### src/rtl/id_operand_fetch.sv
// RV32I decode/operand-fetch stage: drives regfile read addresses, builds the immediate and presents operands to execute.
// Optional bypass network enabled by `define ID_OPFETCH_FWD_EN; without it, writeback hazards stall in FETCH.
module id_operand_fetch (
  input  logic        clk,
  input  logic        rst,
  input  logic        i_valid,
  output logic        o_ready,
  input  logic [31:0] i_instr,
  input  logic [31:0] i_pc,
  output logic [4:0]  o_raddr1,
  output logic [4:0]  o_raddr2,
  input  logic [31:0] i_rdata1,
  input  logic [31:0] i_rdata2,
  input  logic        i_wb_we,
  input  logic [4:0]  i_wb_waddr,
  input  logic [31:0] i_wb_wdata,
  output logic        o_valid,
  input  logic        i_ex_ready,
  output logic [31:0] o_pc,
  output logic [31:0] o_instr,
  output logic [31:0] o_rs1_val,
  output logic [31:0] o_rs2_val,
  output logic [4:0]  o_rd,
  output logic [31:0] o_imm
);

  typedef enum logic [1:0] {S_EMPTY, S_FETCH, S_FULL} state_t;

  state_t      state_q, state_d;
  logic [31:0] instr_q, instr_d;
  logic [31:0] pc_q, pc_d;
  logic [31:0] imm_q, imm_d;
  logic [31:0] op1_q, op1_d;
  logic [31:0] op2_q, op2_d;
  logic        hit1_q, hit1_d;
  logic        hit2_q, hit2_d;

  logic [4:0]  rs1, rs2;
  logic        wb1_now, wb2_now;
  logic        stall, accept;
  logic [31:0] fetch1, fetch2, full1, full2;

  function automatic logic [31:0] imm_gen(input logic [31:0] ins);
    logic [31:0] imm;
    case (ins[6:0])
      7'b0010011, 7'b0000011, 7'b1100111: imm = {{20{ins[31]}}, ins[31:20]};
      7'b0100011: imm = {{20{ins[31]}}, ins[31:25], ins[11:7]};
      7'b1100011: imm = {{19{ins[31]}}, ins[31], ins[7], ins[30:25], ins[11:8], 1'b0};
      7'b0110111, 7'b0010111: imm = {ins[31:12], 12'b0};
      7'b1101111: imm = {{11{ins[31]}}, ins[31], ins[19:12], ins[20], ins[30:21], 1'b0};
      default: imm = 32'd0;
    endcase
    return imm;
  endfunction

  assign rs1 = instr_q[19:15];
  assign rs2 = instr_q[24:20];
  // Writebacks to x0 never count as a hit.
  assign wb1_now = i_wb_we && (i_wb_waddr == rs1) && (rs1 != 5'd0);
  assign wb2_now = i_wb_we && (i_wb_waddr == rs2) && (rs2 != 5'd0);

`ifdef ID_OPFETCH_FWD_EN
  logic [31:0] hdat1_q, hdat1_d;
  logic [31:0] hdat2_q, hdat2_d;

  assign stall  = 1'b0;
  assign fetch1 = (rs1 == 5'd0) ? 32'd0 : wb1_now ? i_wb_wdata : hit1_q ? hdat1_q : i_rdata1;
  assign fetch2 = (rs2 == 5'd0) ? 32'd0 : wb2_now ? i_wb_wdata : hit2_q ? hdat2_q : i_rdata2;

  always_comb begin
    hdat1_d = hdat1_q;
    hdat2_d = hdat2_q;
    if (accept) begin
      hdat1_d = i_wb_wdata;
      hdat2_d = i_wb_wdata;
    end
  end

  always_ff @(posedge clk) begin
    if (rst) begin
      hdat1_q <= 32'd0;
      hdat2_q <= 32'd0;
    end else begin
      hdat1_q <= hdat1_d;
      hdat2_q <= hdat2_d;
    end
  end
`else
  // Regfile data is stale while any hit is outstanding; wait for a clean re-read.
  assign stall  = (state_q == S_FETCH) && (wb1_now || wb2_now || hit1_q || hit2_q);
  assign fetch1 = (rs1 == 5'd0) ? 32'd0 : i_rdata1;
  assign fetch2 = (rs2 == 5'd0) ? 32'd0 : i_rdata2;
`endif

  assign full1 = wb1_now ? i_wb_wdata : op1_q;
  assign full2 = wb2_now ? i_wb_wdata : op2_q;

  assign o_valid = !rst && (((state_q == S_FETCH) && !stall) || (state_q == S_FULL));
  assign o_ready = !rst && ((state_q == S_EMPTY) || (o_valid && i_ex_ready));
  assign accept  = i_valid && o_ready;

  assign o_raddr1 = accept ? i_instr[19:15] : rs1;
  assign o_raddr2 = accept ? i_instr[24:20] : rs2;

  always_comb begin
    o_rs1_val = op1_q;
    o_rs2_val = op2_q;
    if (state_q == S_FETCH) begin
      o_rs1_val = fetch1;
      o_rs2_val = fetch2;
    end else if (state_q == S_FULL) begin
      o_rs1_val = full1;
      o_rs2_val = full2;
    end
  end

  assign o_pc    = pc_q;
  assign o_instr = instr_q;
  assign o_rd    = instr_q[11:7];
  assign o_imm   = imm_q;

  always_comb begin
    state_d = state_q;
    instr_d = instr_q;
    pc_d    = pc_q;
    imm_d   = imm_q;
    op1_d   = op1_q;
    op2_d   = op2_q;
    hit1_d  = hit1_q;
    hit2_d  = hit2_q;
    case (state_q)
      S_EMPTY: state_d = S_EMPTY;
      S_FETCH: begin
        if (stall) begin
          hit1_d = wb1_now;
          hit2_d = wb2_now;
        end else if (i_ex_ready) begin
          state_d = S_EMPTY;
        end else begin
          state_d = S_FULL;
          op1_d   = fetch1;
          op2_d   = fetch2;
        end
      end
      S_FULL: begin
        if (i_ex_ready) begin
          state_d = S_EMPTY;
        end else begin
          op1_d = full1;
          op2_d = full2;
        end
      end
      default: state_d = S_EMPTY;
    endcase
    if (accept) begin
      state_d = S_FETCH;
      instr_d = i_instr;
      pc_d    = i_pc;
      imm_d   = imm_gen(i_instr);
      hit1_d  = i_wb_we && (i_wb_waddr == i_instr[19:15]) && (i_instr[19:15] != 5'd0);
      hit2_d  = i_wb_we && (i_wb_waddr == i_instr[24:20]) && (i_instr[24:20] != 5'd0);
    end
  end

  always_ff @(posedge clk) begin
    if (rst) begin
      state_q <= S_EMPTY;
      instr_q <= 32'd0;
      pc_q    <= 32'd0;
      imm_q   <= 32'd0;
      op1_q   <= 32'd0;
      op2_q   <= 32'd0;
      hit1_q  <= 1'b0;
      hit2_q  <= 1'b0;
    end else begin
      state_q <= state_d;
      instr_q <= instr_d;
      pc_q    <= pc_d;
      imm_q   <= imm_d;
      op1_q   <= op1_d;
      op2_q   <= op2_d;
      hit1_q  <= hit1_d;
      hit2_q  <= hit2_d;
    end
  end

endmodule

### config.mk
export PLATFORM = sky130hd
export DESIGN_NAME = id_operand_fetch
export DESIGN_NICKNAME = d
export VERILOG_FILES = /design/src/rtl/id_operand_fetch.sv
export SDC_FILE = /design/constraint.sdc
export NUM_CORES = 1
export LEC_CHECK = 0
export ABC_CLOCK_PERIOD_IN_PS = 11700
export CORE_UTILIZATION = 50
export DETAILED_ROUTE_END_ITERATION = 6
export PLACE_DENSITY = 0.86
export SYNTH_ARGS = -nofsm -noshare
export SYNTH_HDL_FRONTEND = slang
export SYNTH_SLANG_ARGS = --single-unit
export TNS_END_PERCENT = 20
### constraint.sdc
create_clock -name clk -period 11.7 [get_ports clk]
set_clock_uncertainty 0.05 [all_clocks]
set_input_delay 2.925 -clock clk [delete_from_list [all_inputs] [get_ports clk]]
set_output_delay 2.925 -clock clk [all_outputs]
set_load 0.02 [all_outputs]
=== Word level (Yosys, flattened, before mapping) ===
Cells that the tools add are included.

* Flip-flop bits (word level): 164
* Bits of input ports: 170
* Output and inout port bits: 177
* Word-level logic and storage cells: 97

* Equality and inequality tests: 20
* Multiplexer cells: 30
* Reductions and logical operators: 38

{| class="wikitable"
|+ Operator list
! cell !! number
|-
| 2-to-1 mux 32 bit || 14
|-
| one-hot mux 32 bit (5 select lines) || 1
|-
| one-hot mux 32 bit (2 select lines) || 2
|-
| == test 7 bit, second input constant || 3
|-
| == test 5 bit || 4
|-
| nonzero test 5 bit || 4
|-
| == test 7 x 5 -> 1 bit, second input constant || 2
|-
| == test 7 x 6 -> 1 bit, second input constant || 2
|-
| logical AND 1 bit || 14
|-
| logical NOT 5 bit || 2
|-
| 2-to-1 mux 5 bit || 2
|-
| != test 2 bit, second input constant || 4
|-
| == test 7 x 2 -> 1 bit, second input constant || 1
|-
| 2-to-1 mux 1 bit || 7
|-
| 2-to-1 mux 2 bit || 3
|-
| != test 3 bit, second input constant || 2
|-
| AND reduction 2 bit || 3
|-
| nonzero test 2 bit || 3
|-
| logical OR 1 bit || 5
|-
| one-hot mux 2 bit (2 select lines) || 1
|-
| AND reduction 4 bit || 1
|-
| OR reduction 2 bit || 2
|-
| OR reduction 3 bit || 1
|-
| == test 2 x 1 -> 1 bit, second input constant || 1
|-
| other kinds (3) || 4
|}

=== Logic depth before layout (Yosys ltp) ===
Gate-level depths: netlist of the first run.

* Word-level depth: 17
* Mapped depth: 10
* Depth with buffers taken out: 5

=== Worst setup path before layout of the first run ===
Ideal clock, no wire load.

* Kind: input port to output port
* Start point: input i_wb_waddr[4]
* End point: output o_raddr1[0]
* Arrival: 4913 ps
* Required time: 8725 ps
* Path slack: 3812 ps
* Stages: 9
* Path buffers: 4
* Path through: clkbuf_1 xnor2_1 nand4_2 or2_2 buf_4 a32oi_1 buf_4 buf_4 mux2_2

* Cells in the longest elaborated chain, start to end: 16
* Elaborated cells on any way between the ends: 19
* Classes of those cells: eq/ne: 2; mux: 1; reduce/logical: 16

{| class="wikitable"
|+ Ends and longest elaborated chain
! item !! RTL line !! source
|-
| start, declared || 15 || <nowiki>input logic [4:0] i_wb_waddr,</nowiki>
|-
| == test 5 bit, on equally long branches || 59, 60 ||
|-
| logical AND 1 bit, on equally long branches (2 in series) || 59, 60 ||
|-
| logical OR 1 bit * (3 in series) || 90 || <nowiki>assign stall = (state_q == S_FETCH) && (wb1_now || wb2_now || hit1_q || hit2_q);</nowiki>
|-
| logical AND 1 bit * || 90 ||
|-
| logical NOT 1 bit * || 98 || <nowiki>assign o_valid = !rst && (((state_q == S_FETCH) && !stall) || (state_q == S_FULL));</nowiki>
|-
| logical AND 1 bit * || 98 ||
|-
| logical OR 1 bit * || 98 ||
|-
| logical AND 1 bit * || 98 ||
|-
| logical AND 1 bit * || 99 || <nowiki>assign o_ready = !rst && ((state_q == S_EMPTY) || (o_valid && i_ex_ready));</nowiki>
|-
| logical OR 1 bit * || 99 ||
|-
| logical AND 1 bit * || 99 ||
|-
| logical AND 1 bit * || 100 || <nowiki>assign accept = i_valid && o_ready;</nowiki>
|-
| 2-to-1 mux 5 bit * || 102 || <nowiki>assign o_raddr1 = accept ? i_instr[19:15] : rs1;</nowiki>
|-
| end, declared || 10 || <nowiki>output logic [4:0] o_raddr1,</nowiki>
|}

Every way passes the cells marked *; elsewhere a longest branch is shown, timed or not.

=== Worst setup path after layout of the first run ===
* Start point: input i_wb_waddr[4]
* End point: output o_raddr1[4]

Same word-level chain as after synthesis.

==> results of run 1 <==
==> layer usage <==
layer  track usage [%]  vias to the layer above  routed length (um)  share of wire [%]
met5                 0                        -                   0                  0
met4              17.7                        0                1570                4.1
met3              9.63                      108                3840                 10
met2              58.6                      678               18700                 49
met1              40.5                     5263               14200                 37
li1                  -                     5068                   -                  -
==> how the worst min path moves through the flow <==
stage / start / to / slack, ns / cells after the start
after floorplan: op1_q[11] / op1_q[11] / 0.46 / 2
after global placement: o_imm[7] / o_imm[7] / 0.41 / 2
after detailed placement: o_instr[31] / o_instr[31] / 0.42 / 2
after CTS: o_imm[9] / o_imm[9] / 0.44 / 2
after global routing: o_imm[7] / o_imm[7] / 0.46 / 2
final: o_imm[9] / o_imm[9] / 0.43 / 2
==> kinds of logic (layout without fill, tap and decap cells) <==
kind of cell	count (synthesis)	after routing	share of synthesized area, %
AOI/OAI and AO/OA	306	306	22.3
xor gates and xnor gates	18	18	1.51
buffers and inverters	146	403	6.15
DFF	164	164	31.4
muxes	144	144	15.0
other	0	1	0
and+or+nand+nor	463	463	23.6
==> state kept, by name, indices dropped and copies added (netlist names) <==
signal   count
hit1_q       1
hit2_q       1
o_imm       32
o_instr     32
o_pc        32
op1_q       32
op2_q       32
state_q      2
==> placed cells by master (no fill, tap or decap), types with 4 or more instances in the layout <==
cell	n
inv_8	4
a221oi_1	92
nand3b_1	7
nor2b_1	106
a21oi_1	42
xnor2_1	16
dfxtp_1	164
clkinv_8	4
nor3_1	53
nor2_1	79
nand3_1	8
mux2i_1	42
mux2_2	55
clkdlybuf4s50_1	345
buf_4	20
o311ai_0	18
o31ai_1	20
inv_1	4
a31oi_1	16
a211o_1	16
a22oi_1	35
a221o_1	15
nand2b_1	16
and2_1	67
nand2_1	82
nor4_1	19
mux2_1	47
clkbuf_16	17
o21ai_0	36
==> area by class of cell <==
| cell class | instances | area (sq um) | share of cell area, % |
|---|---|---|---|
| diodes | 1 | 2.50 | 0.0173 |
| clock buffers | 17 | 425 | 2.94 |
| clock inverters | 15 | 234 | 1.61 |
| inverters | 5 | 18.8 | 0.130 |
| multi-input cells | 931 | 6570 | 45.4 |
| flip-flops and latches | 164 | 3280 | 22.7 |
| well taps | 270 | 338 | 2.33 |
| repair buffers | 366 | 3610 | 24.9 |
==> critical path, delay by kind of cell <==
kind	cells	cell delay [ns]
AND/OR/NAND/NOR	2	0.81
AO/OA/AOI/OAI	1	0.91
XOR/XNOR	1	0.18
multiplexers	1	0.42
buffers and inverters	3	1.47
==> power by group through the flow <==
stage / sequential (mW) / clock (mW) / combinational [mW]
finish: 0.630 / 0.632 / 0.517
global route: 0.635 / 0.658 / 0.546
detailed placement: 0.642 / 0 / 0.512
floorplan: 0.663 / 0 / 0.258
CTS: 0.629 / 0.632 / 0.515
global placement: 0.639 / 0 / 0.505
==> metrics by stage <==
stage               util [%]  instances  cell area (sq um)  hold slack (ns)  setup slack [ns]
floorplan                  -       1241              10400            0.462              3.81
global placement        67.9       1736              13800            0.413              2.11
detailed placement      67.9       1736              13800            0.421              1.99
CTS                     71.1       1768              14500            0.437              1.99
global route            71.1       1768              14500            0.458              1.84
finish                  71.2       1769              14500            0.430              1.98
==> metrics.cfg, run 1 <==
[outcome]
status=completed

[worst_setup_path]
critical_path.max_stage_delay_ns=0.91
reg2reg_setup_slack_ns=7.49
end_kind=output port
cp_max_fo=37
r2r_start=o_instr[15]
rr_worst_depth=7
cpMostUsedCell=clkdlybuf4s50_1
critPathKind=input pin to output port
crit_path_end=o_raddr1[4]
timing.rr.end=o_imm[30]
cp_cell_sequence=clkdlybuf4s50_1 > xnor2_1 > nand4_2 > buf_4 > or2_2 > a32oi_4 > mux2_2 > clkdlybuf4s50_1
startpoint=i_wb_waddr[4]
required_ns=8.73
cpMaxStageDelayCell=a32oi_4
crit_arrival_ns=6.75
cp-start-kind=input pin

[drt]
wl_per_cell_um=21.7
vias=11100
wl_mm=38.4
viasPerCell=6.28
dr.pass1.iters=7
drcViolationCount=0
drtAntennaViolNets=0
drtIter0Drc=897

[synthesis]
yosys.area.top_type_share_pct=31.4
avgSynthCellArea_sq_um=8.42
syn-num-nets=1411
synth_ff_type=dfxtp_1
synth_edf_count=0
ys_ff_latch=164
yosysMostFrequentCell=dfxtp_1
yosysSeqAreaShare_pct=31.4
synth_largest_area_cell=dfxtp_1
synthArstFlopShare_pct=0
synth.area.top_cells=dfxtp_1 (31%), a221oi_1 (7.7%), nor2b_1 (6.4%)
ys_types=57
synth_cells=1241
synth_warnings=0
netlist_top_cells_count=dfxtp_1 (164), nor2b_1 (107), clkbuf_1 (105), a221oi_1 (92), nand2_1 (82)
synth_area_sq_um=10400

[pwr]
leakage_nw=5.11
p_comb_share_pct=29.1
clock_power_share_pct=35.5
p_int_mw=1.20
p_switching_mw=0.584
switching_share_pct=32.8
max-vdd-ir-drop_mv=0.0985
seqPwrFrac_pct=35.4
p_per_area_nw_per_um2=123
power_mw=1.78

[global_routing]
grt_max_degree=143
grt_overflow_total=0
antenna_found_initial=1
groute.usage.overall_pct=34.8
grt_pass1_wl_mm=59.6
grt_pass1_vias=10900

[cts]
postCtsHoldBufs=0
numCtsBuffers=17
clock-sinks=164
clock_path_buffers=2
cts.clk_slew.worst_paths_ns=0.07
cts.repair.resized=0
insertion_delay_ns=0.43
cts_setup_buffers=0
cts_tree=yes
root_buffer=clkbuf_16
ctsHtreeMaxLevel=4

[finish]
nFillCells=1527
nets=1655
layout-drive-gt1-share_pct=8.48
area_delta_synth_final_pct=38.7

[timing]
tightestPinTransition_ns=1.19
rsz0062_at_grt=no
slew_viol_final=0
hold_violations=0
finalCriticalPeriod_ns=9.72
finalCritPeriodShare_pct=83.1
clock.fmax_mhz=103
max-slew-margin-rel_pct=20.7
setup_viol_count_final=0
setup_tns_ns=0

[floorplan]
die_area_sq_um=21500
ios=347
initial_core_util_pct=51.3
core_sq_um=20400
fp.dieH_um=147
die_w_um=147
rows=52

[worst_hold_path]
min_path_type=register to register

[placement]
post-dp-hpwl_mm=25.9
io_buffers=346
gp_congestion=0.937

[run]
maxCapViolations=0

Power figures use the tool's default switching activity.
==> inputs of run 2 (changes only) <==
--- a/config.mk
+++ b/config.mk
@@ -5,10 +5,10 @@
 export SDC_FILE = /design/constraint.sdc
 export NUM_CORES = 1
 export LEC_CHECK = 0
-export ABC_CLOCK_PERIOD_IN_PS = 11700
-export CORE_UTILIZATION = 50
+export ABC_CLOCK_PERIOD_IN_PS = 8000
+export CORE_UTILIZATION = 42
 export DETAILED_ROUTE_END_ITERATION = 6
-export PLACE_DENSITY = 0.86
+export PLACE_DENSITY = 0.77
 export SYNTH_ARGS = -nofsm -noshare
 export SYNTH_HDL_FRONTEND = slang
 export SYNTH_SLANG_ARGS = --single-unit
==> constraint.sdc (replaced) <==
create_clock -name clk -period 8 [get_ports clk]
set_clock_uncertainty 0.05 [all_clocks]
set_input_delay 2 -clock clk [delete_from_list [all_inputs] [get_ports clk]]
set_output_delay 2 -clock clk [all_outputs]
set_load 0.02 [all_outputs]
==> run 2 against run 1 <==
  * Routed wire length is 0.81% higher
  * Sequential power is 46% higher
  * Hold slack worse by 0.0021 ns
  * Global-route usage is 5.4 points lower
  * Critical path depth stayed put
  * First-iteration DRC count is 35% higher
  * Utilization is 11 points lower
  * Largest cell class unchanged
==> metrics.cfg, run 2 (synthesis gave the netlist of run 1 again) <==
[placement]
gp_congestion=0.914
post-dp-hpwl_mm=26.7
io_buffers=346

[worst_setup_path]
required_ns=5.95
end_kind=output port
cpMaxStageDelayCell=nor2_1
critical_path.max_stage_delay_ns=0.99
cp-start-kind=input pin
cpMostUsedCell=clkdlybuf4s50_1
critPathKind=input pin to output port
cp_cell_sequence=clkdlybuf4s50_1 > xnor2_1 > nand4_2 > buf_4 > nor3_2 > nor2_1 > a221o_1 > clkdlybuf4s50_1
cp_max_fo=16
crit_arrival_ns=5.29
reg2reg_setup_slack_ns=4.49

[timing]
setup_tns_ns=0
slew_viol_final=0
tightestPinTransition_ns=1.30
max-slew-margin-rel_pct=13.2
setup_viol_count_final=0
clock.fmax_mhz=136
rsz0062_at_grt=no
finalCritPeriodShare_pct=91.8
finalCriticalPeriod_ns=7.34
hold_violations=0

[drt]
wl_mm=38.7
dr.pass1.iters=6
drcViolationCount=0
wl_per_cell_um=21.2
drtIter0Drc=1214
drtAntennaViolNets=0
viasPerCell=6.01
vias=11000

[cts]
cts.clk_slew.worst_paths_ns=0.06
postCtsHoldBufs=0
insertion_delay_ns=0.42
cts_setup_buffers=0
ctsHtreeMaxLevel=4
cts_tree=yes
clock-sinks=164
numCtsBuffers=17
clock_path_buffers=2
root_buffer=clkbuf_16
cts.repair.resized=0

[global_routing]
antenna_found_initial=1
grt_overflow_total=0
groute.usage.overall_pct=29.4
grt_pass1_wl_mm=59.7
grt_max_degree=116
grt_pass1_vias=10700

[run]
maxCapViolations=0

[pwr]
power_mw=2.60
leakage_nw=5.13
max-vdd-ir-drop_mv=0.132
p_per_area_nw_per_um2=178

[floorplan]
fp.dieH_um=160
die_area_sq_um=25500
core_sq_um=24400
ios=347
initial_core_util_pct=42.8
die_w_um=160
rows=57

[finish]
layout.cells.most_common=clkdlybuf4s50_1
area_delta_synth_final_pct=39.7
final_cell_mix=clkdlybuf4s50_1 (345), dfxtp_1 (164), nor2b_1 (106), a221oi_1 (92), nand2_1 (82)
layout-drive-gt1-share_pct=8.78
nets=1660

[worst_hold_path]
min_path_type=register to register

[outcome]
status=completed

==> run 2: metrics by stage <==
step	util, %	area (sq um)	instances	hold WS (ns)	setup slack [ns]
after floorplan	-	10400	1241	0.462	1.96
after global placement	57.2	14000	1795	0.410	0.795
after detailed placement	57.2	14000	1795	0.422	0.730
after CTS	59.8	14600	1827	0.432	0.719
after global routing	59.8	14600	1827	0.453	0.556
final	59.8	14600	1828	0.428	0.660
==> run 2: layer usage <==
layer,GRT usage (%),vias up,routed length [um],share of wire [%]
li1,-,5082,-,-
met1,35.3,5213,15100,39
met2,47.9,614,18000,47
met3,10.6,75,4370,11
met4,11.0,0,1230,3.2
met5,0,-,0,0
==> run 2: area by class of cell <==
cell class / instances / area [sq um]
inverter: 5 / 18.8
timing repair buffer: 371 / 3660
fill: 2162 / 9800
clock buffer: 18 / 429
antenna: 1 / 2.50
tap: 324 / 405
clock inverter: 14 / 211
sequential: 164 / 3280
multi-input combinational: 931 / 6580
==> run 2: worst paths after layout <==
path                  from           end  cells after the start
max          i_wb_waddr[0]  o_rs1_val[3]                      8
min              o_imm[10]     o_imm[10]                      2
max reg2reg     state_q[1]     op2_q[24]                      6
min reg2reg      o_imm[10]     o_imm[10]                      2
==> run 2: critical path: cells and delay by family <==
kind / cells / cell delay (ns)
AOI/OAI and AO/OA: 1 / 0.40
and+or+nand+nor: 3 / 1.26
buffers and inverters: 3 / 1.43
xor gates and xnor gates: 1 / 0.19
==> run 2: power breakdown <==
group | leakage [nW] | switching (mW) | internal [mW]
clock network | 0.316 | 0.383 | 0.536
logic | 3.47 | 0.397 | 0.362
registers | 1.34 | 0.0464 | 0.875
==> inputs of run 3 (changes only) <==
--- a/config.mk
+++ b/config.mk
@@ -6,9 +6,10 @@
 export NUM_CORES = 1
 export LEC_CHECK = 0
 export ABC_CLOCK_PERIOD_IN_PS = 8000
-export CORE_UTILIZATION = 42
+export CORE_UTILIZATION = 43
+export CTS_BUF_LIST = sky130_fd_sc_hd__clkbuf_4 sky130_fd_sc_hd__clkbuf_8
 export DETAILED_ROUTE_END_ITERATION = 6
-export PLACE_DENSITY = 0.77
+export PLACE_DENSITY = 0.79
 export SYNTH_ARGS = -nofsm -noshare
 export SYNTH_HDL_FRONTEND = slang
 export SYNTH_SLANG_ARGS = --single-unit
==> run 3 against run 2 <==
  * Cell count down 0.11%
  * Clock-buffer cell count is 1 lower
  * Setup slack better by 0.072 ns
  * Via count up 0.53%
  * Critical endpoint is now o_raddr2[2]
  * Largest cell class unchanged
==> metrics.cfg, run 3 (synthesis gave the netlist of run 1 again) <==
[worst_hold_path]
whs_endpoint=o_imm[8]
hold_start=o_imm[8]
min_path_type=register to register
hold_depth=2

[cts]
postCtsHoldBufs=0
clock-sinks=164
cts_tree=yes
numCtsBuffers=17
insertion_delay_ns=0.47
cts_setup_buffers=0
cts.clk_slew.worst_paths_ns=0.11
cts.repair.resized=0
clock_path_buffers=2
ctsHtreeMaxLevel=4
root_buffer=clkbuf_8

[worst_setup_path]
cp_max_fo=23
r2r_start=state_q[1]
required_ns=5.95
timing.rr.end=op2_q[30]
end_kind=output port
reg2reg_setup_slack_ns=4.18
startpoint=i_wb_waddr[4]
crit_arrival_ns=5.22
cp-start-kind=input pin
critPathKind=input pin to output port
rr_worst_depth=5

[pwr]
switching_share_pct=35.9
p_per_area_nw_per_um2=164
p_comb_share_pct=32.0
max-vdd-ir-drop_mv=0.117
clock_power_share_pct=29.1
power_mw=2.37
p_int_mw=1.52
p_switching_mw=0.852
leakage_nw=5.05
seqPwrFrac_pct=38.9

[finish]
final_cell_mix=clkdlybuf4s50_1 (345), dfxtp_1 (164), nor2b_1 (106), a221oi_1 (92), nand2_1 (82)
antenna_cells=0
layout.cells.most_common=clkdlybuf4s50_1
nets=1664
layout-drive-gt1-share_pct=8.96
multi_input_area_sq_um=6570
area_delta_synth_final_pct=37.9
nFillCells=2122
regArea_sq_um=3280

[placement]
gp_congestion=0.927
post-dp-hpwl_mm=27.4
io_buffers=346

[floorplan]
core_sq_um=23700
die_area_sq_um=24900
ios=347
initial_core_util_pct=44.1
rows=56
fp.dieH_um=158
die_w_um=158

[timing]
max-slew-margin-rel_pct=19.5
setup_viol_count_final=0
finalCritPeriodShare_pct=90.9
tightestPinTransition_ns=1.20
setup_tns_ns=0
finalCriticalPeriod_ns=7.27
slew_viol_final=0
clock.fmax_mhz=138
hold_violations=0
rsz0062_at_grt=no

[drt]
wl_per_cell_um=21.3
wl_mm=38.9
drtIter0Drc=794
dr.pass1.iters=6
vias=11000
drcViolationCount=0
drtAntennaViolNets=0
viasPerCell=6.05

[global_routing]
grt_pass1_wl_mm=58.4
grt_max_degree=99
antenna_found_initial=0
groute.usage.overall_pct=30.4
grt_overflow_total=0
grt_pass1_vias=10600

[outcome]
status=completed

[run]
maxCapViolations=0

## run 3: cell count changes in the layout (fill, tap and decap cells not counted), sizes merged
cell    before  now
buf         26   30
bufinv       4    1
clkbuf      18   17
clkinv       3    7
diode        1    0
## run 3: metal layers
metal  track usage [%]  routed length, um
met4              13.2               1430
met1              36.4              15000
met3              7.14               3600
met2              51.5              18900
met5                 0                  0
## run 3: layout make-up
type,instances,area share (%)
multi-input cells,931,45.6
repair buffers,375,25.6
flip-flops and latches,164,22.8
well taps,319,2.77
clock buffers,17,1.62
clock inverters,15,1.53
inverters,5,0.130
## run 3: worst max path at each step
stage / end / slack [ns]
floorplan: o_raddr1[0] / 1.96
global placement: o_raddr2[4] / 0.86
detailed placement: o_raddr2[2] / 0.77
CTS: o_raddr2[0] / 0.76
global route: o_raddr2[3] / 0.61
finish: o_raddr2[2] / 0.73
## run 3: per-stage QoR
| stage | cell area [sq um] | setup slack [ns] | utilization (%) | hold slack [ns] | instances |
|---|---|---|---|---|---|
| CTS | 14400 | 0.759 | 60.8 | 0.438 | 1826 |
| global route | 14400 | 0.613 | 60.8 | 0.453 | 1826 |
| floorplan | 10400 | 1.96 | - | 0.462 | 1241 |
| detailed placement | 14000 | 0.770 | 58.9 | 0.418 | 1794 |
| global placement | 14000 | 0.857 | 58.9 | 0.411 | 1794 |
| finish | 14400 | 0.732 | 60.8 | 0.432 | 1826 |
## run 3: critical path, cell delays in order
cell and delay [ns]:
clkdlybuf4s50_1 0.63, xnor2_1 0.19, nand4_2 0.20, or2_2 0.37, a32oi_4 0.84, mux2_2 0.42
clkdlybuf4s50_1 0.55
## run 3: power groups by stage
stage	clock, mW	combinational [mW]	sequential (mW)
finish	0.689	0.758	0.923
global route	0.728	0.802	0.930
CTS	0.694	0.756	0.922
detailed placement	0	0.753	0.940
global placement	0	0.743	0.938
floorplan	0	0.377	0.970
